===== config.mk =====
export PLATFORM = sky130hd
export DESIGN_NAME = debug_frame_tx
export DESIGN_NICKNAME = d
export VERILOG_FILES = /design/src/rtl/debug_frame_pkg.sv /design/src/rtl/debug_byte_mux.sv /design/src/rtl/debug_frame_tx.sv
export SDC_FILE = /design/constraint.sdc
export NUM_CORES = 1
export LEC_CHECK = 0
export CAP_MARGIN = 20
export CORE_MARGIN = 2
export CORE_UTILIZATION = 47
export DETAILED_ROUTE_END_ITERATION = 8
export PLACE_DENSITY = 0.74
export SLEW_MARGIN = 20
export SYNTH_ARGS = -nofsm -noshare
export SYNTH_HDL_FRONTEND = slang
export SYNTH_SLANG_ARGS = --single-unit

===== constraint.sdc =====
create_clock -name clk -period 2.9 [get_ports clk]
set_input_delay 0.58 -clock clk [delete_from_list [all_inputs] [get_ports clk]]
set_output_delay 0.58 -clock clk [all_outputs]
set_load 0.02 [all_outputs]

===== src/rtl/debug_frame_pkg.sv =====
`default_nettype none
// ============================================================================
// Module      : debug_frame_pkg
// Description : Shared FSM encoding, SYNC default and sizing helpers for the
//               debug snapshot frame transmitter.
// Revision    : 1.0 - initial release
// ============================================================================
package debug_frame_pkg;

    localparam logic [2:0] c_ST_IDLE      = 3'd0;
    localparam logic [2:0] c_ST_SYNC      = 3'd1;
    localparam logic [2:0] c_ST_COUNT     = 3'd2;
    localparam logic [2:0] c_ST_CH_ID     = 3'd3;
    localparam logic [2:0] c_ST_CH_DATA   = 3'd4;
    localparam logic [2:0] c_ST_CSUM      = 3'd5;
    localparam logic [2:0] c_ST_WAIT_DONE = 3'd6;

    localparam logic [7:0] c_SYNC_DEFAULT = 8'hA5;

    // Bytes needed to carry one channel (ceiling division by 8)
    function automatic int f_bpc(input int nb_ch);
        return (nb_ch + 7) / 8;
    endfunction

    function automatic int f_cnt_width(input int n);
        return (n > 1) ? $clog2(n) : 1;
    endfunction

endpackage
`default_nettype wire


===== src/rtl/debug_byte_mux.sv =====
`default_nettype none
// ============================================================================
// Module      : debug_byte_mux
// Description : Selects one byte (channel, byte index) from a latched
//               snapshot; bits above the channel width read as zero.
// Revision    : 1.0 - initial release
// ============================================================================
module debug_byte_mux
    import debug_frame_pkg::*;
#(
    parameter int N_CH    = 4,
    parameter int NB_CH   = 32,
    parameter int NB_DATA = 8
) (
    input  logic [N_CH*NB_CH-1:0]                  i_snapshot,
    input  logic [f_cnt_width(N_CH)-1:0]           i_ch,
    input  logic [f_cnt_width(f_bpc(NB_CH))-1:0]   i_byte_idx,
    output logic [NB_DATA-1:0]                     o_byte
);

    localparam int c_bpc = f_bpc(NB_CH);
    localparam int c_cw  = f_cnt_width(N_CH);
    localparam int c_bw  = f_cnt_width(c_bpc);

    logic [NB_CH-1:0]           w_chan;
    logic [c_bpc*NB_DATA-1:0]   w_padded;

    always_comb begin
        w_chan = '0;
        for (int k = 0; k < N_CH; k++) begin
            if (i_ch == c_cw'(k)) begin
                w_chan = i_snapshot[k*NB_CH +: NB_CH];
            end
        end
        w_padded              = '0;
        w_padded[NB_CH-1:0]   = w_chan;
        o_byte                = '0;
        for (int b = 0; b < c_bpc; b++) begin
            if (i_byte_idx == c_bw'(b)) begin
                o_byte = w_padded[b*NB_DATA +: NB_DATA];
            end
        end
    end

endmodule
`default_nettype wire


===== src/rtl/debug_frame_tx.sv =====
`default_nettype none
// ============================================================================
// Module      : debug_frame_tx
// Description : Captures a masked set of snapshot channels on trigger and
//               streams them as a SYNC/COUNT/ID/DATA/CSUM byte frame to a UART.
// Revision    : 1.0 - initial release
// ============================================================================
module debug_frame_tx
    import debug_frame_pkg::*;
#(
    parameter int                 N_CH    = 4,
    parameter int                 NB_CH   = 32,
    parameter int                 NB_DATA = 8,
    parameter logic [NB_DATA-1:0] SYNC    = c_SYNC_DEFAULT,
    parameter int                 CSUM_EN = 1
) (
    input  logic                    clk,
    input  logic                    i_reset,
    input  logic                    i_trigger,
    input  logic [N_CH-1:0]         i_ch_mask,
    input  logic [N_CH*NB_CH-1:0]   i_snapshot,
    input  logic                    i_txDone,
    output logic                    o_tx_start,
    output logic [NB_DATA-1:0]      o_data,
    output logic                    o_busy,
    output logic                    o_done
);

    localparam int              c_bpc       = f_bpc(NB_CH);
    localparam int              c_cw        = f_cnt_width(N_CH);
    localparam int              c_bw        = f_cnt_width(c_bpc);
    localparam logic [c_bw-1:0] c_last_byte = c_bw'(c_bpc - 1);

    logic [2:0]               r_state;
    logic [2:0]               r_prev;
    logic [NB_DATA-1:0]       r_data;
    logic [NB_DATA-1:0]       r_csum;
    logic                     r_busy;
    logic                     r_done;
    logic [N_CH-1:0]          r_mask;
    logic [N_CH*NB_CH-1:0]    r_snap;
    logic [c_cw-1:0]          r_ch;
    logic [c_bw-1:0]          r_byte;

    logic [NB_DATA-1:0]       w_count;
    int                       w_from;
    logic                     w_found;
    logic [c_cw-1:0]          w_found_ch;
    logic [c_bw-1:0]          w_mux_byte;
    logic [NB_DATA-1:0]       w_mux_out;
    logic                     w_to_channel;
    logic [2:0]               w_next_state;
    logic [NB_DATA-1:0]       w_next_data;
    logic [c_cw-1:0]          w_next_ch;
    logic [c_bw-1:0]          w_next_byte;

    always_comb begin
        w_count = '0;
        for (int k = 0; k < N_CH; k++) begin
            w_count = w_count + NB_DATA'(r_mask[k]);
        end
    end

    // Next selected channel: from 0 after COUNT, otherwise past the current one
    always_comb begin
        w_from     = (r_prev == c_ST_COUNT) ? 0 : int'(r_ch) + 1;
        w_found    = 1'b0;
        w_found_ch = '0;
        for (int k = 0; k < N_CH; k++) begin
            if (!w_found && (k >= w_from) && r_mask[k]) begin
                w_found    = 1'b1;
                w_found_ch = c_cw'(k);
            end
        end
    end

    assign w_mux_byte = (r_prev == c_ST_CH_DATA) ? r_byte + c_bw'(1) : '0;

    debug_byte_mux #(
        .N_CH    (N_CH),
        .NB_CH   (NB_CH),
        .NB_DATA (NB_DATA)
    ) u_byte_mux (
        .i_snapshot (r_snap),
        .i_ch       (r_ch),
        .i_byte_idx (w_mux_byte),
        .o_byte     (w_mux_out)
    );

    // Which byte follows the one just acknowledged (IDLE means frame complete)
    always_comb begin
        w_next_state = c_ST_IDLE;
        w_next_data  = '0;
        w_next_ch    = r_ch;
        w_next_byte  = '0;
        w_to_channel = 1'b0;
        case (r_prev)
            c_ST_SYNC: begin
                w_next_state = c_ST_COUNT;
                w_next_data  = w_count;
            end
            c_ST_COUNT: w_to_channel = 1'b1;
            c_ST_CH_ID: begin
                w_next_state = c_ST_CH_DATA;
                w_next_data  = w_mux_out;
            end
            c_ST_CH_DATA: begin
                if (r_byte != c_last_byte) begin
                    w_next_state = c_ST_CH_DATA;
                    w_next_data  = w_mux_out;
                    w_next_byte  = w_mux_byte;
                end else begin
                    w_to_channel = 1'b1;
                end
            end
            default: ;
        endcase
        if (w_to_channel) begin
            if (w_found) begin
                w_next_state = c_ST_CH_ID;
                w_next_data  = NB_DATA'(w_found_ch);
                w_next_ch    = w_found_ch;
            end else if (CSUM_EN != 0) begin
                w_next_state = c_ST_CSUM;
                w_next_data  = r_csum;
            end
        end
    end

    always_ff @(posedge clk) begin
        if (i_reset) begin
            r_state <= c_ST_IDLE;
            r_prev  <= c_ST_IDLE;
            r_data  <= '0;
            r_csum  <= '0;
            r_busy  <= 1'b0;
            r_done  <= 1'b0;
            r_mask  <= '0;
            r_snap  <= '0;
            r_ch    <= '0;
            r_byte  <= '0;
        end else begin
            r_done <= 1'b0;
            case (r_state)
                c_ST_IDLE: begin
                    if (i_trigger) begin
                        r_snap  <= i_snapshot;
                        r_mask  <= i_ch_mask;
                        r_data  <= SYNC;
                        r_csum  <= SYNC;
                        r_busy  <= 1'b1;
                        r_ch    <= '0;
                        r_byte  <= '0;
                        r_state <= c_ST_SYNC;
                    end
                end
                c_ST_SYNC, c_ST_COUNT, c_ST_CH_ID, c_ST_CH_DATA, c_ST_CSUM: begin
                    r_prev  <= r_state;
                    r_state <= c_ST_WAIT_DONE;
                end
                c_ST_WAIT_DONE: begin
                    if (i_txDone) begin
                        if (w_next_state == c_ST_IDLE) begin
                            r_state <= c_ST_IDLE;
                            r_busy  <= 1'b0;
                            r_done  <= 1'b1;
                        end else begin
                            r_state <= w_next_state;
                            r_data  <= w_next_data;
                            r_csum  <= r_csum ^ w_next_data;
                            r_ch    <= w_next_ch;
                            r_byte  <= w_next_byte;
                        end
                    end
                end
                default: r_state <= c_ST_IDLE;
            endcase
        end
    end

    // Each byte-issue state lasts exactly one cycle, giving the start pulse
    assign o_tx_start = (r_state == c_ST_SYNC)  || (r_state == c_ST_COUNT) ||
                        (r_state == c_ST_CH_ID) || (r_state == c_ST_CH_DATA) ||
                        (r_state == c_ST_CSUM);
    assign o_data     = r_data;
    assign o_busy     = r_busy;
    assign o_done     = r_done;

endmodule
`default_nettype wire


==> impl_metrics.toml, run 1 <==
[final_layout]
drive_above_1_share_pct = 5.46
fillers = 1444
multi_input_area_mm2 = 0.00383
seq_area_mm2 = 0.00320
area_delta_synth_final_pct = 29.7
finalNetCount = 1267
stdcell_area_mm2 = 0.00959
antenna_cells = 0
fin_cells = 1346

[power_and_ir_drop]
ir_worst_vdd_v = 0.000512
internal_power_w = 0.00413
finalPower_w = 0.00579
p_sw_share_pct = 28.6
seqPwrFrac_pct = 43.9
power_density_mw_per_mm2 = 604
power.clock.fraction_pct = 38.9
p_leak_nw = 3.41
p_sw_w = 0.00166
combPwrFrac_pct = 17.1

[detailed_routing]
drc = 0
drt_wl_total_um = 23000
dr.pass1.iters = 5
drtAntennaViolNets = 0
routedWlPerCell_um = 17.1
drt_iter0_drc = 553
vias = 7331
vias_per_cell = 5.45

[yosys]
yosysWarnings = 0
syn_area_per_cell_um2 = 7.24
synth.distinct_cells = 60
synth_top_area_share_pct = 43.3
synth_edf_count = 0
synth_area_mm2 = 0.00740
ys_seq_elements = 160
syn_nets = 1165
synthCells = 1021
synthArstFlopShare_pct = 0
yosysSeqAreaShare_pct = 43.3
synth_top_cell_by_area = "dfxtp_1"
yosys-top-cells-area = "dfxtp_1 43%, nand2_1 17%, a21oi_1 13%"
ys.flop_type = "dfxtp_1"

[timing]
period_minus_slack_ns = 2.63
worst_slew_pin_slew_ns = 0.914
slew_viol_final = 0
tns_ns = 0
max_slew_margin_pct = 37.5
finalHoldViolCount = 0
clock_skew_ns = 0.00537
setup_viol = 0
fin_crit_sh_pct = 90.8
worst_hold_slack_ns = 0.456
max_clock_freq_ghz = 0.380
rsz0062_at_grt = "no"

[floorplanning]
dieHeight_um = 129
rows = 45
core_mm2 = 0.0153
die_width_um = 129
die-area_mm2 = 0.0168
start_util_pct = 48.3
num_io_pins = 147

[flow_run]
drv_cap = 0

[setup_path]
ff2ff_setup_slack_ns = 0.27
r2r_end = "r_csum[2]"
cp-start-kind = "flip-flop"
ff2ff_path_depth = 10
required_ns = 3.26
worst-path-max-fanout = 8
worstSetupPathType = "reg -> reg"
critPathCaptureType = "flip-flop"
cp.arrival_ns = 2.99
rr_startpoint = "r_ch[0]"

[place]
placed_cell_area_mm2 = 0.00900
numPortBuffers = 146
gp_congestion = 0.931
dp.cells = 1315
hpwl_um = 16700

[global_route]
overflow = 0
antenna_found_initial = 1
first_global_vias = 7067
grt_use_total_pct = 28.1
grt_max_degree = 136
grt_pass1_wl_um = 36200

[clocking]
holdBufCountCts = 0
cts_tree = "built"
htreeDepth = 4
cts-root-buf = "clkbuf_16"
cts_buffer_depth = 2
numCtsBuffers = 17
cts_sinks = 160
cts.reportedPaths.clkPinSlew_ns = 0.06
clk_latency_ns = 0.43

[hold_path]
min_path_cells = 2
hold_class = "reg -> reg"
holdPathEnd = "r_snap[81]"
min_from = "r_snap[81]"

[outcome]
status = "finished, final reports clean"
[cell type report]
type,count,share of cell area [%]
clock buffers,18,4.58
flip-flops and latches,160,33.4
inverters,13,0.509
repair buffers,164,17.3
clock inverters,13,1.57
well taps,211,2.75
multi-input cells,767,39.9
[cells by family after synthesis]
logic type,count (synthesis),share of synthesized area (%)
adder cells (fa/ha/maj),8,1.45
flip-flops,160,43.3
multiplexers,2,0.304
AO/OA/AOI/OAI,311,23.8
AND/OR/NAND/NOR,446,26.0
buffers and inverters,94,5.07
[through the flow]
step,worst slack (ns),util [%]
after floorplan,0.619,-
after global placement,0.273,58.8
after detailed placement,0.249,58.8
after CTS,0.228,62.6
after global routing,0.0537,62.6
final,0.268,62.6
[worst max-delay path by stage]
stage	startpoint	to
floorplan	r_ch[0]	r_csum[0]
global placement	r_ch[0]	r_csum[2]
detailed placement	r_ch[0]	r_csum[2]
CTS	r_ch[0]	r_csum[2]
global route	r_ch[0]	r_csum[0]
finish	r_ch[0]	r_csum[2]
[flip-flops by register name, summed over array words and instances (netlist names)]
signal / cells
o_data: 8
r_snap: 128
r_mask: 4
r_prev: 3
o_busy: 1
r_state: 3
o_done: 1
r_byte: 2
r_csum: 8
r_ch: 2
[repair_timing]
action	CTS	global route
resized for setup	0	1
buffers inserted	0	0
endpoints found under the setup margin	0	1
[power groups by stage]
stage / Sequential (W) / Clock, W / Combinational, W
final: 0.00254 / 0.00225 / 0.000992
after global placement: 0.00258 / 0 / 0.000976
after CTS: 0.00254 / 0.00227 / 0.000993
after detailed placement: 0.00259 / 0 / 0.000989
after global routing: 0.00256 / 0.00237 / 0.00110
after floorplan: 0.00253 / 0 / 0.000607
[Yosys cell counts (all sizes together) (3+ instances only)]
master	count
a21oi	197
nor3b	6
and2	4
o211ai	10
nand2b	7
nand3	10
o21ai	53
nand2	328
a221oi	7
o311ai	4
a211oi	5
a31oi	4
nor3	13
a21o	5
a2111oi	4
or3	7
buf	33
ha	7
nor2b	14
nand4	6
o21a	4
or3b	3
dfxtp	160
nor2	31
inv	13
clkbuf	48
nand3b	6
o32ai	3
[metal layers]
metal  up-vias  routed length, µm  global-route usage (%)
li1       3682                  -                       -
met1      3381               9990                    35.5
met2       221              10900                    46.1
met3        47               1450                    7.51
met4         0                682                    10.6
met5         -                  0                       0
[layout by cell type, fill, tap and decap left out, types with 6 or more instances in the layout]
cell type / n
o211ai_1: 10
buf_4: 14
nor2b_1: 14
ha_1: 6
a21oi_1: 197
o21ai_1: 17
nand2b_1: 7
or3_1: 7
clkbuf_16: 17
nand2_1: 327
nand4_1: 6
nand3_1: 10
clkdlybuf4s50_1: 145
inv_1: 12
nor2_1: 29
nor3_1: 13
o21ai_0: 36
nand3b_1: 6
dfxtp_1: 160
a221oi_1: 6
[worst max-delay path: stages (launching register included)]
cell	delay, ns
dfxtp_1	0.45
inv_1	0.10
ha_1	0.33
buf_4	0.21
nor3b_1	0.14
nor3_1	0.29
a21oi_1	0.11
o32ai_1	0.14
nand4_1	0.25
or4_1	0.45
o211ai_1	0.10
Power figures use the tool's default switching activity.
==> inputs of run 2 (changes only) <==
==> constraint.sdc (replaced) <==
create_clock -name clk -period 2.6 [get_ports clk]
set_input_delay 0.52 -clock clk [delete_from_list [all_inputs] [get_ports clk]]
set_output_delay 0.52 -clock clk [all_outputs]
set_load 0.02 [all_outputs]
==> run 2 against run 1 <==
Total power grew 14%. Critical path type unchanged. Final area grew 2.6%. Worst hold slack got worse by 0.0012 ns. Sequential power rose by 11%. Worst setup slack got worse by 0.16 ns.
==> impl_metrics.toml, run 2 (synthesis results as in run 1) <==
[global_route]
grt_max_degree = 79
grt_use_total_pct = 28.2
grt_pass1_wl_um = 36100
first_global_vias = 6990
overflow = 0
antenna_found_initial = 0

[power_and_ir_drop]
p_leak_nw = 3.54
combPwrFrac_pct = 17.5
internal_power_w = 0.00471
power.clock.fraction_pct = 39.6
p_sw_w = 0.00189
seqPwrFrac_pct = 42.9
power_density_mw_per_mm2 = 670
finalPower_w = 0.00660
p_sw_share_pct = 28.6
ir_worst_vdd_v = 0.000454

[setup_path]
cp_num_buf_inv = 2
slowest_delay_ns = 0.46
cpMostUsedCell = "o21ai_0"
crit_family = "compound AO/OA/AOI/OAI gates"
worst-path-max-fanout = 46
cp.arrival_ns = 2.84
ff2ff_setup_slack_ns = 0.11
worstPathCellList = "inv_1 > ha_1 > buf_12 > o21ai_1 > o21ai_0 > o21ai_0 > nand4_1 > or4_1 > o211ai_1"
r2r_end = "r_csum[2]"
critPathCaptureType = "flip-flop"
rr_startpoint = "r_ch[1]"
required_ns = 2.95
worstSetupPathType = "reg -> reg"
slowest_stage = "or4_1"
ff2ff_path_depth = 9
cp-start-kind = "flip-flop"

[timing]
finalHoldViolCount = 0
max_clock_freq_ghz = 0.402
layout_setup_ws_ns = 0.113
fin_crit_sh_pct = 95.7
slew_viol_final = 0
clock_skew_ns = 0.00702
rsz0062_at_grt = "yes"
worst_hold_slack_ns = 0.454
worst_slew_pin_slew_ns = 0.599
period_minus_slack_ns = 2.49
setup_viol = 0
max_slew_margin_pct = 59.0

[clocking]
cts.reportedPaths.clkPinSlew_ns = 0.07
cts_tree = "built"
numCtsBuffers = 17
clk_latency_ns = 0.43
cts_sinks = 160
cts-root-buf = "clkbuf_16"
htreeDepth = 4
cts_buffer_depth = 2
holdBufCountCts = 0

[hold_path]
holdPathEnd = "r_snap[14]"
hold_class = "reg -> reg"
min_path_cells = 2
min_from = "r_snap[14]"

[detailed_routing]
vias_per_cell = 5.42
routedWlPerCell_um = 17.0
vias = 7410
drc = 0
drt_iter0_drc = 543
dr.pass1.iters = 5
drt_wl_total_um = 23300
drtAntennaViolNets = 0

[final_layout]
stdcell_area_mm2 = 0.00985
largest_reg_flops = 128
mostFrequentLayoutCell = "nand2_1"
final_cell_mix = "327 x nand2_1, 197 x a21oi_1, 159 x dfxtp_1, 145 x clkdlybuf4s50_1, 36 x o21ai_0"
drive_above_1_share_pct = 7.61
largest_register = "r_snap"
finalNetCount = 1288
fillers = 1401
area_delta_synth_final_pct = 33.1
antenna_cells = 0

[floorplanning]
dieHeight_um = 129
die-area_mm2 = 0.0168
rows = 45
die_width_um = 129
start_util_pct = 48.3
core_mm2 = 0.0153
num_io_pins = 147

[place]
numPortBuffers = 146
hpwl_um = 17000
placed_cell_area_mm2 = 0.00920
gp_congestion = 0.882
pre_cts_ws_ns = 0.0185

[outcome]
status = "finished, final reports clean"

[flow_run]
drv_cap = 0
[run 2: cell count changes in the layout (fill, tap and decap cells not counted), sizes merged]
cell and change:
buf +21, clkbuf +2, clkinv -2, clkinvlp +1
[run 2: how the worst max path moves through the flow]
stage,start,to,cells after the start
after floorplan,r_ch[0],r_csum[0],10
after global placement,r_ch[0],r_csum[0],10
after detailed placement,r_ch[0],r_csum[0],10
after CTS,r_ch[0],r_csum[0],10
after global routing,r_ch[1],r_csum[2],10
final,r_ch[1],r_csum[2],9
[run 2: layout make-up]
cell class              instances  area, µm²  share of cell area, %
multi-input cells             767       3850                   39.1
repair buffers                185       1860                   18.9
well taps                     211        264                   2.68
clock inverters                12        146                   1.49
clock buffers                  20        467                   4.74
inverters                      13       48.8                  0.496
flip-flops and latches        160       3200                   32.5
[run 2: power groups by stage]
stage	sequential (W)	combinational (W)	clock (W)
global route	0.00285	0.00129	0.00273
global placement	0.00287	0.00114	0
floorplan	0.00282	0.000677	0
detailed placement	0.00288	0.00115	0
finish	0.00283	0.00116	0.00261
CTS	0.00283	0.00115	0.00263
[run 2: metrics by stage]
step                       TNS, ns  instances  util [%]
after detailed placement         0       1335      60.1
after floorplan                  0       1021         -
final                            0       1368      64.3
after CTS                        0       1367      64.1
after global placement           0       1335      60.1
after global routing      -0.00245       1368      64.3
[run 2: repair_timing]
| item | CTS | global route |
|---|---|---|
| gates resized for setup | 0 | 6 |
| setup endpoints to repair | 0 | 10 |
| buffers inserted | 0 | 1 |
[run 2: worst min-delay path: cells and delay by family (launching register included)]
| family | cells | cell delay [ns] |
|---|---|---|
| AO/OA/AOI/OAI | 1 | 0.05 |
| flip-flops | 1 | 0.31 |
| AND/OR/NAND/NOR | 1 | 0.05 |
[run 2: routing by layer]
| layer | track usage (%) | vias to the layer above | part of all wire, % |
|---|---|---|---|
| met5 | 0 | - | 0 |
| met4 | 8.73 | 0 | 2.0 |
| met3 | 4.58 | 27 | 4.9 |
| li1 | - | 3718 | - |
| met1 | 36.4 | 3459 | 44 |
| met2 | 48.5 | 206 | 49 |
==> inputs of run 3 (changes only) <==
--- a/config.mk
+++ b/config.mk
@@ -6,9 +6,9 @@
 export NUM_CORES = 1
 export LEC_CHECK = 0
 export CAP_MARGIN = 20
-export CORE_MARGIN = 2
 export CORE_UTILIZATION = 47
 export DETAILED_ROUTE_END_ITERATION = 8
+export HOLD_SLACK_MARGIN = 0.06
 export PLACE_DENSITY = 0.74
 export SLEW_MARGIN = 20
 export SYNTH_ARGS = -nofsm -noshare
==> run 3 against run 2 <==
Total power decreased by 0.35%. Highest routed layer unchanged. Largest cell class unchanged. Worst hold slack got worse by 0.0031 ns. Sequential share of layout area barely moved. First-iteration DRC count down 9.0%.
==> impl_metrics.toml, run 3 (synthesis results as in run 1) <==
[outcome]
status = "finished, final reports clean"

[detailed_routing]
vias_per_cell = 5.48
vias = 7502
drtAntennaViolNets = 0
drt_iter0_drc = 494
drt_wl_total_um = 23400
drc = 0
dr.pass1.iters = 5
routedWlPerCell_um = 17.1

[power_and_ir_drop]
power_density_mw_per_mm2 = 666
p_leak_nw = 3.54
ir_worst_vdd_v = 0.000468

[global_route]
overflow = 0
antenna_found_initial = 0
first_global_vias = 6953
grt_use_total_pct = 29.3
grt_max_degree = 81
grt_pass1_wl_um = 36300

[timing]
worst_hold_slack_ns = 0.451
layout_setup_ws_ns = 0.0804
finalHoldViolCount = 0
fin_crit_sh_pct = 96.9
clock_skew_ns = 0.00963
setup_viol = 0
period_minus_slack_ns = 2.52
slew_viol_final = 0
max_clock_freq_ghz = 0.397
max_slew_margin_pct = 51.2
rsz0062_at_grt = "no"
worst_slew_pin_slew_ns = 0.714
tns_ns = 0

[hold_path]
hold_class = "reg -> reg"

[floorplanning]
rows = 45
die-area_mm2 = 0.0162
dieHeight_um = 127
core_mm2 = 0.0153
num_io_pins = 147
die_width_um = 127
start_util_pct = 48.5

[final_layout]
finalNetCount = 1289
stdcell_area_mm2 = 0.00987
antenna_cells = 0
largest_register = "r_snap"
seq_area_mm2 = 0.00321
fin_cells = 1369
mostFrequentLayoutCell = "nand2_1"
multi_input_area_mm2 = 0.00386
largest_reg_flops = 128
fillers = 1376
final_cell_mix = "327 x nand2_1, 197 x a21oi_1, 158 x dfxtp_1, 145 x clkdlybuf4s50_1, 34 x o21ai_0"
drive_above_1_share_pct = 7.69
area_delta_synth_final_pct = 33.4

[place]
gp_congestion = 0.992
placed_cell_area_mm2 = 0.00917
dp.cells = 1334
numPortBuffers = 146
hpwl_um = 17200
pre_cts_ws_ns = 0.0827

[clocking]
cts.reportedPaths.clkPinSlew_ns = 0.07
clk_latency_ns = 0.44
cts_buffer_depth = 2
cts_tree = "built"
holdBufCountCts = 0
numCtsBuffers = 17
cts-root-buf = "clkbuf_16"
htreeDepth = 4
cts_sinks = 160

[setup_path]
cp.arrival_ns = 2.88
worst-path-max-fanout = 18
required_ns = 2.96
worstSetupPathType = "reg -> reg"
cp-start-kind = "flip-flop"
critPathCaptureType = "flip-flop"

[flow_run]
drv_cap = 0
[run 3: changes by cell type in the layout (fill, tap and decap cells not counted), sizes merged]
cell | previous run | this run
clkinv | 2 | 3
[run 3: final cells by class]
cell class              count  area share (%)
repair buffers            186            19.0
well taps                 211            2.67
clock inverters            13            1.74
flip-flops and latches    160            32.5
multi-input cells         767            39.1
clock buffers              19            4.49
inverters                  13           0.494
[run 3: power breakdown]
group / internal [W] / switching [W]
clock network: 0.00148 / 0.00112
registers: 0.00267 / 0.000168
logic: 0.000513 / 0.000627
[run 3: critical path: stages, from the launching register on]
cell and delay [ns]:
dfxtp_1 0.34, buf_4 0.16, ha_4 0.19, buf_12 0.16
inv_1 0.21, o21a_1 0.17, a21oi_1 0.04, o32ai_1 0.23
nand4_1 0.26, or4_1 0.59, o211ai_1 0.10
[run 3: metal layers]
| layer | vias up | track usage, % | routed length (µm) |
|---|---|---|---|
| met5 | - | 0 | 0 |
| met4 | 0 | 11.5 | 639 |
| met3 | 44 | 6.66 | 1290 |
| met2 | 268 | 47.8 | 11300 |
| met1 | 3470 | 37.6 | 10200 |
| li1 | 3720 | - | - |
[run 3: path summary, 6_finish.rpt]
path          endpoint  cells past startpoint  slack [ns]      start
max reg2reg  r_csum[2]                     10        0.08    r_ch[1]
min reg2reg  o_data[3]                      1        0.45  o_data[3]
max          r_csum[2]                     10        0.08    r_ch[1]
min          o_data[3]                      1        0.45  o_data[3]
[run 3: metrics by stage]
stage	utilization [%]	power [W]
global placement	60.1	0.00399
finish	64.7	0.00658
detailed placement	60.1	0.00401
CTS	64.1	0.00658
floorplan	-	0.00350
global route	64.7	0.00684
[run 3: what timing repair did]
item                       CTS  global route
buffers inserted             0             2
setup endpoints to repair    0             7
resized for setup            0            13
==> RTL change 1: new RTL, config.mk and constraints of run 1 <==
Register the output `o_tx_start`, cleared by the reset; this adds one clock of latency there. The other outputs are not delayed to match.
--- a/src/rtl/debug_frame_tx.sv
+++ b/src/rtl/debug_frame_tx.sv
@@ -181,5 +181,9 @@
     // Each byte-issue state lasts exactly one cycle, giving the start pulse
-    assign o_tx_start = (r_state == c_ST_SYNC)  || (r_state == c_ST_COUNT) ||
-                        (r_state == c_ST_CH_ID) || (r_state == c_ST_CH_DATA) ||
-                        (r_state == c_ST_CSUM);
+    always_ff @(posedge clk) begin
+        if (i_reset) begin
+            o_tx_start <= '0;
+        end else begin
+            o_tx_start <= (r_state == c_ST_SYNC)  || (r_state == c_ST_COUNT) || (r_state == c_ST_CH_ID) || (r_state == c_ST_CH_DATA) || (r_state == c_ST_CSUM);
+        end
+    end
     assign o_data     = r_data;
Formal check against the unedited RTL: not equivalent (Yosys sat finds a counterexample within 4 cycles, from zero or initial values and one cycle with i_reset high).
==> RTL change 1 against run 1 <==
- final cell count rose by 1.2%
- setup slack worse by 0.053 ns
- critical path depth grew 1
- design area is 1.5% higher
- critical endpoint is now r_csum[7]
- sequential cell count up 1
- area after synthesis grew 1.1%
- wire length fell by 9.5%
- critical path type unchanged
- fmax down 2.0%
- hold slack got worse by 0.0017 ns
Power is not compared: it rests on default switching activity, and its combinational part moved more than twofold at a synthesized area within 25%.
==> RTL change 1: results (changes against run 1) <==
VDD IR-drop max 0.7328 mV; fin nets 1277 (was 1267); GPL Wtd Cong 0.9287 (was 0.9312); sequential share of the synthesized area 43.10% (was 43.30%); Vias 7394 (was 7331); initial antenna violation count 0 (was 1); Post-synth top cells nand2_1, a21oi_1, dfxtp_1, clkbuf_1, nor2_1 (was nand2_1, a21oi_1, dfxtp_1, clkbuf_1, o21ai_0); Post-Synth XOR/XNOR Area 0.2342% (was 0%); fill count 1444 (unchanged); Post-CTS Resized 0 (unchanged); CTS clk-pin slew, worst paths 0.06 ns (about the same); top post-synthesis cells by area dfxtp_1, nand2_1, a21oi_1 (unchanged); HP Start o_data[4] (was r_snap[81]); most frequently used flop master after synthesis dfxtp_1 (unchanged); DP Wirelength 15050 um (was 16650 um); Compound-Gate Fraction of Synth Area 23.54% (was 23.83%); H-tree levels 4 (unchanged); CP arrival 3.01 ns (was 2.99 ns); library cells used by synthesis 63 (was 60); synthesized net count 1161 (was 1165); reg2reg start r_ch[1] (was r_ch[0]); skew final 0.01300 ns (was 0.005366 ns); clk_lat worst skew 0.44 ns; largest net degree at the start of global routing 95 (was 136); wire per inst 15.29 um (was 17.09 um); Syn. warnings 0 (unchanged); vias in the first global route 6608 (was 7067); Max Fanout on Critical Path 8 (unchanged); Hold Path Sink o_data[4] (was r_snap[81]); All-Layer GR Usage 25.19% (was 28.11%); ys async rst share 0% (unchanged); Largest Register r_snap (unchanged); layout cells sized above 1 6.457% (was 5.463%); status completed (unchanged); Reg2Reg Setup Slack 0.22 ns (was 0.27 ns); CTS Buf Count 17 (unchanged); max-slew violation count 0 (unchanged); multiplexer share of the synthesized area 0.8031% (was 0.3045%); clock tree buffer depth 2 (unchanged); Hold WC Path Type register to register (unchanged); hold depth 2 (unchanged); Port-buffer cells 146 (unchanged); Diodes inserted 0 (unchanged); max reg flops 128 (unchanged); cells on worst reg2reg path 11 (was 10); adder-cell share of the synthesized area 1.439% (was 1.455%); Reg-to-Reg End r_csum[7] (was r_csum[2]); clock root cell clkbuf_16 (unchanged); DR pass1 iterations 5 (unchanged); Slew Limit Headroom 59.34% (was 37.48%); first-pass GRT wire length 33280 um (was 36160 um); Setup Buffers After CTS 0 (unchanged); Iteration-0 DRC Markers 680 (was 553); P_leak 0.003503 uW
-- RTL change 1: layer usage --
metal / global-route usage (%) / part of all wire, %
met5: 0 / 0
met4: 9.488 / 2.4
met3: 5.166 / 6.7
met2: 37.82 / 44
met1: 35.73 / 47
-- RTL change 1: logic make-up after synthesis --
kind of cell / after synthesis
and+or+nand+nor: 434
AOI/OAI and AO/OA: 299
DFF: 161
buffers and inverters: 107
adders and majority gates: 8
muxes: 6
xor gates and xnor gates: 2
-- RTL change 1: worst max path at each step --
stage | startpoint | end | slack (ns) | depth (start not counted)
6_report | r_ch[1] | r_csum[7] | 0.22 | 11
5_1_grt | r_ch[1] | r_csum[7] | 0.05 | 11
4_1_cts | r_ch[1] | r_csum[6] | 0.21 | 11
3_5_place_dp | i_trigger | r_csum[2] | 0.06 | 8
3_3_place_gp | i_trigger | r_csum[2] | 0.09 | 8
2_1_floorplan | r_ch[0] | r_csum[6] | 0.47 | 11
-- RTL change 1: cell type report --
class,count,area [um2],share of cell area [%]
Multi-Input combinational cell,749,3831,39.34
Sequential cell,161,3223,33.09
Timing Repair Buffer,181,1759,18.06
Clock buffer,20,446.7,4.586
Tap cell,216,270.3,2.775
Clock inverter,12,122.6,1.259
Inverter,23,86.33,0.8864
-- RTL change 1: through the flow --
stage	hold slack, ns	worst slack [ns]	instance area (um2)	instances	power, uW
final	0.4539	0.2153	9739	1362	8023
after global routing	0.4683	0.05007	9739	1362	8524
after CTS	0.4564	0.2064	9737	1362	8034
after detailed placement	0.4464	0.05690	9168	1330	5871
after global placement	0.4367	0.08651	9168	1330	5829
after floorplan	0.4312	0.4737	7478	1017	4918
-- RTL change 1: power by group --
group | internal [uW] | switching (uW) | total [uW]
clock | 1220 | 942 | 2160
sequential | 2720 | 376 | 3100
combinational | 1090 | 1670 | 2760
-- RTL change 1: worst max-delay path, stage by stage, from the launching register on --
cell	delay [ns]
dfxtp_1	0.39
inv_1	0.09
ha_1	0.22
buf_4	0.17
nor2b_1	0.12
buf_4	0.17
a221o_1	0.31
a221oi_1	0.30
a21oi_1	0.08
o211ai_1	0.36
nor4_1	0.09
a211o_1	0.27
==> RTL change 2: new RTL, config.mk and constraints of run 1 <==
Without the edit above. `NB_DATA` is set to 8 in 2 places; all go to 12.
--- a/src/rtl/debug_byte_mux.sv
+++ b/src/rtl/debug_byte_mux.sv
@@ -12,3 +12,3 @@
     parameter int NB_CH   = 32,
-    parameter int NB_DATA = 8
+    parameter int NB_DATA = 12
 ) (
--- a/src/rtl/debug_frame_tx.sv
+++ b/src/rtl/debug_frame_tx.sv
@@ -12,3 +12,3 @@
     parameter int                 NB_CH   = 32,
-    parameter int                 NB_DATA = 8,
+    parameter int                 NB_DATA = 12,
     parameter logic [NB_DATA-1:0] SYNC    = c_SYNC_DEFAULT,
Interface: changed (resized o_data); port bits go from 147 to 151. The function was not compared with the original's and may differ.
==> RTL change 2 against run 1 <==
- power up 3.7%
- design area up 7.0%
- clock skew up 0.0021 ns
- setup slack better by 0.0072 ns
- wire length up 4.2%
- area after synthesis up 7.5%
- global-route usage down 1.3 points
- critical path type unchanged
- sequential cell count up 8
- highest routed layer unchanged
- hold slack worse by 0.0037 ns
- die area up 7.3%
==> RTL change 2: results (changes against run 1) <==
Port-buffer cells 150 (was 146); All-Layer GR Usage 26.85% (was 28.11%); cells on worst reg2reg path 6 (was 10); P_leak 0.003613 uW (was 0.003407 uW); fin nets 1331 (was 1267); synthesized net count 1214 (was 1165); top post-synthesis cells by area dfxtp_1, nand2_1, a21oi_1 (unchanged); Largest stage delay, worst path 0.81 ns (was 0.45 ns); layout cells sized above 1 7.000% (was 5.463%); library cells used by synthesis 69 (was 60); Slew Limit Headroom 49.71% (was 37.48%); sequential share of the synthesized area 42.29% (was 43.30%); largest net degree at the start of global routing 85 (was 136); HP Start o_data[2] (was r_snap[81]); first-pass GRT wire length 38140 um (was 36160 um); skew final 0.007421 ns (was 0.005366 ns); Vias 7938 (was 7331); Placement Cell Area 9683 um2 (was 9001 um2); Max Fanout on Critical Path 16 (was 8); CP arrival 2.93 ns (was 2.99 ns); initial antenna violation count 0 (was 1); Reg-to-Reg End r_csum[4] (was r_csum[2]); status completed (unchanged); Hold Path Sink o_data[2] (was r_snap[81]); Iteration-0 DRC Markers 645 (was 553); wire per inst 16.88 um (was 17.09 um); Switching Power 1730 uW (was 1656 uW)
[RTL change 2: cell types whose count changed in the layout (fill, tap and decap cells not counted), sizes merged, moves of 9 or more]
cell	change
nand2	+18
o21ai	-20
a21oi	-21
buf	+15
mux2i	+9
a22oi	+9
[RTL change 2: tightest hold or removal path, delay by kind of cell, from the launching register on]
family	cells	cell delay [ns]
DFF	1	0.31
and+or+nand+nor	1	0.05
AOI/OAI and AO/OA	1	0.05
[RTL change 2: per-layer routing]
layer / vias up / wire, um / global-route usage [%]
met2: 294 / 11430 / 44.02
met1: 3701 / 10540 / 35.89
met3: 37 / 1415 / 4.800
met5: - / 0 / 0
li1: 3906 / - / -
met4: 0 / 588 / 9.064
[RTL change 2: how the worst max path moves through the flow]
stage,cells past startpoint,slack (ns),to,from
3_5_place_dp,8,0.28,r_csum[6],i_trigger
3_3_place_gp,8,0.30,r_csum[6],i_trigger
6_report,6,0.28,r_csum[4],r_prev[0]
2_1_floorplan,9,0.74,o_data[5],r_ch[0]
4_1_cts,8,0.34,r_csum[0],r_ch[0]
5_1_grt,6,0.1,r_csum[11],r_prev[0]
[RTL change 2: power groups by stage]
stage	Combinational, uW	Clock (uW)	Sequential (uW)
3_5_place_dp	1130	0	2690
4_1_cts	1130	2230	2640
3_3_place_gp	1120	0	2690
2_1_floorplan	704	0	2640
5_1_grt	1250	2330	2670
6_report	1140	2220	2650
[RTL change 2: final cells by class]
| cell class | count | area, um2 |
|---|---|---|
| fillers | 1530 | 6322 |
| multi-input cells | 796 | 4169 |
| flip-flops and latches | 168 | 3363 |
| repair buffers | 183 | 1797 |
| clock buffers | 23 | 488.0 |
| well taps | 220 | 275.3 |
| clock inverters | 9 | 90.09 |
| inverters | 21 | 78.83 |
[RTL change 2: cells by family after synthesis]
logic type | count (synthesis) | synth area share (%)
AND/OR/NAND/NOR | 470 | 25.93
AO/OA/AOI/OAI | 309 | 23.77
flip-flops | 168 | 42.29
buffers and inverters | 106 | 5.522
multiplexers | 9 | 1.133
adder cells (fa/ha/maj) | 8 | 1.353
[RTL change 2: stage by stage]
stage / utilization (%) / cells / total power, uW / setup slack (ns) / hold slack [ns]
finish: 61.88 / 1420 / 6002 / 0.2754 / 0.4519
global placement: 58.39 / 1388 / 3804 / 0.2963 / 0.4390
global route: 61.88 / 1420 / 6247 / 0.09976 / 0.4691
CTS: 61.88 / 1420 / 6006 / 0.3434 / 0.4551
floorplan: - / 1070 / 3341 / 0.7442 / 0.4317
detailed placement: 58.39 / 1388 / 3820 / 0.2779 / 0.4471
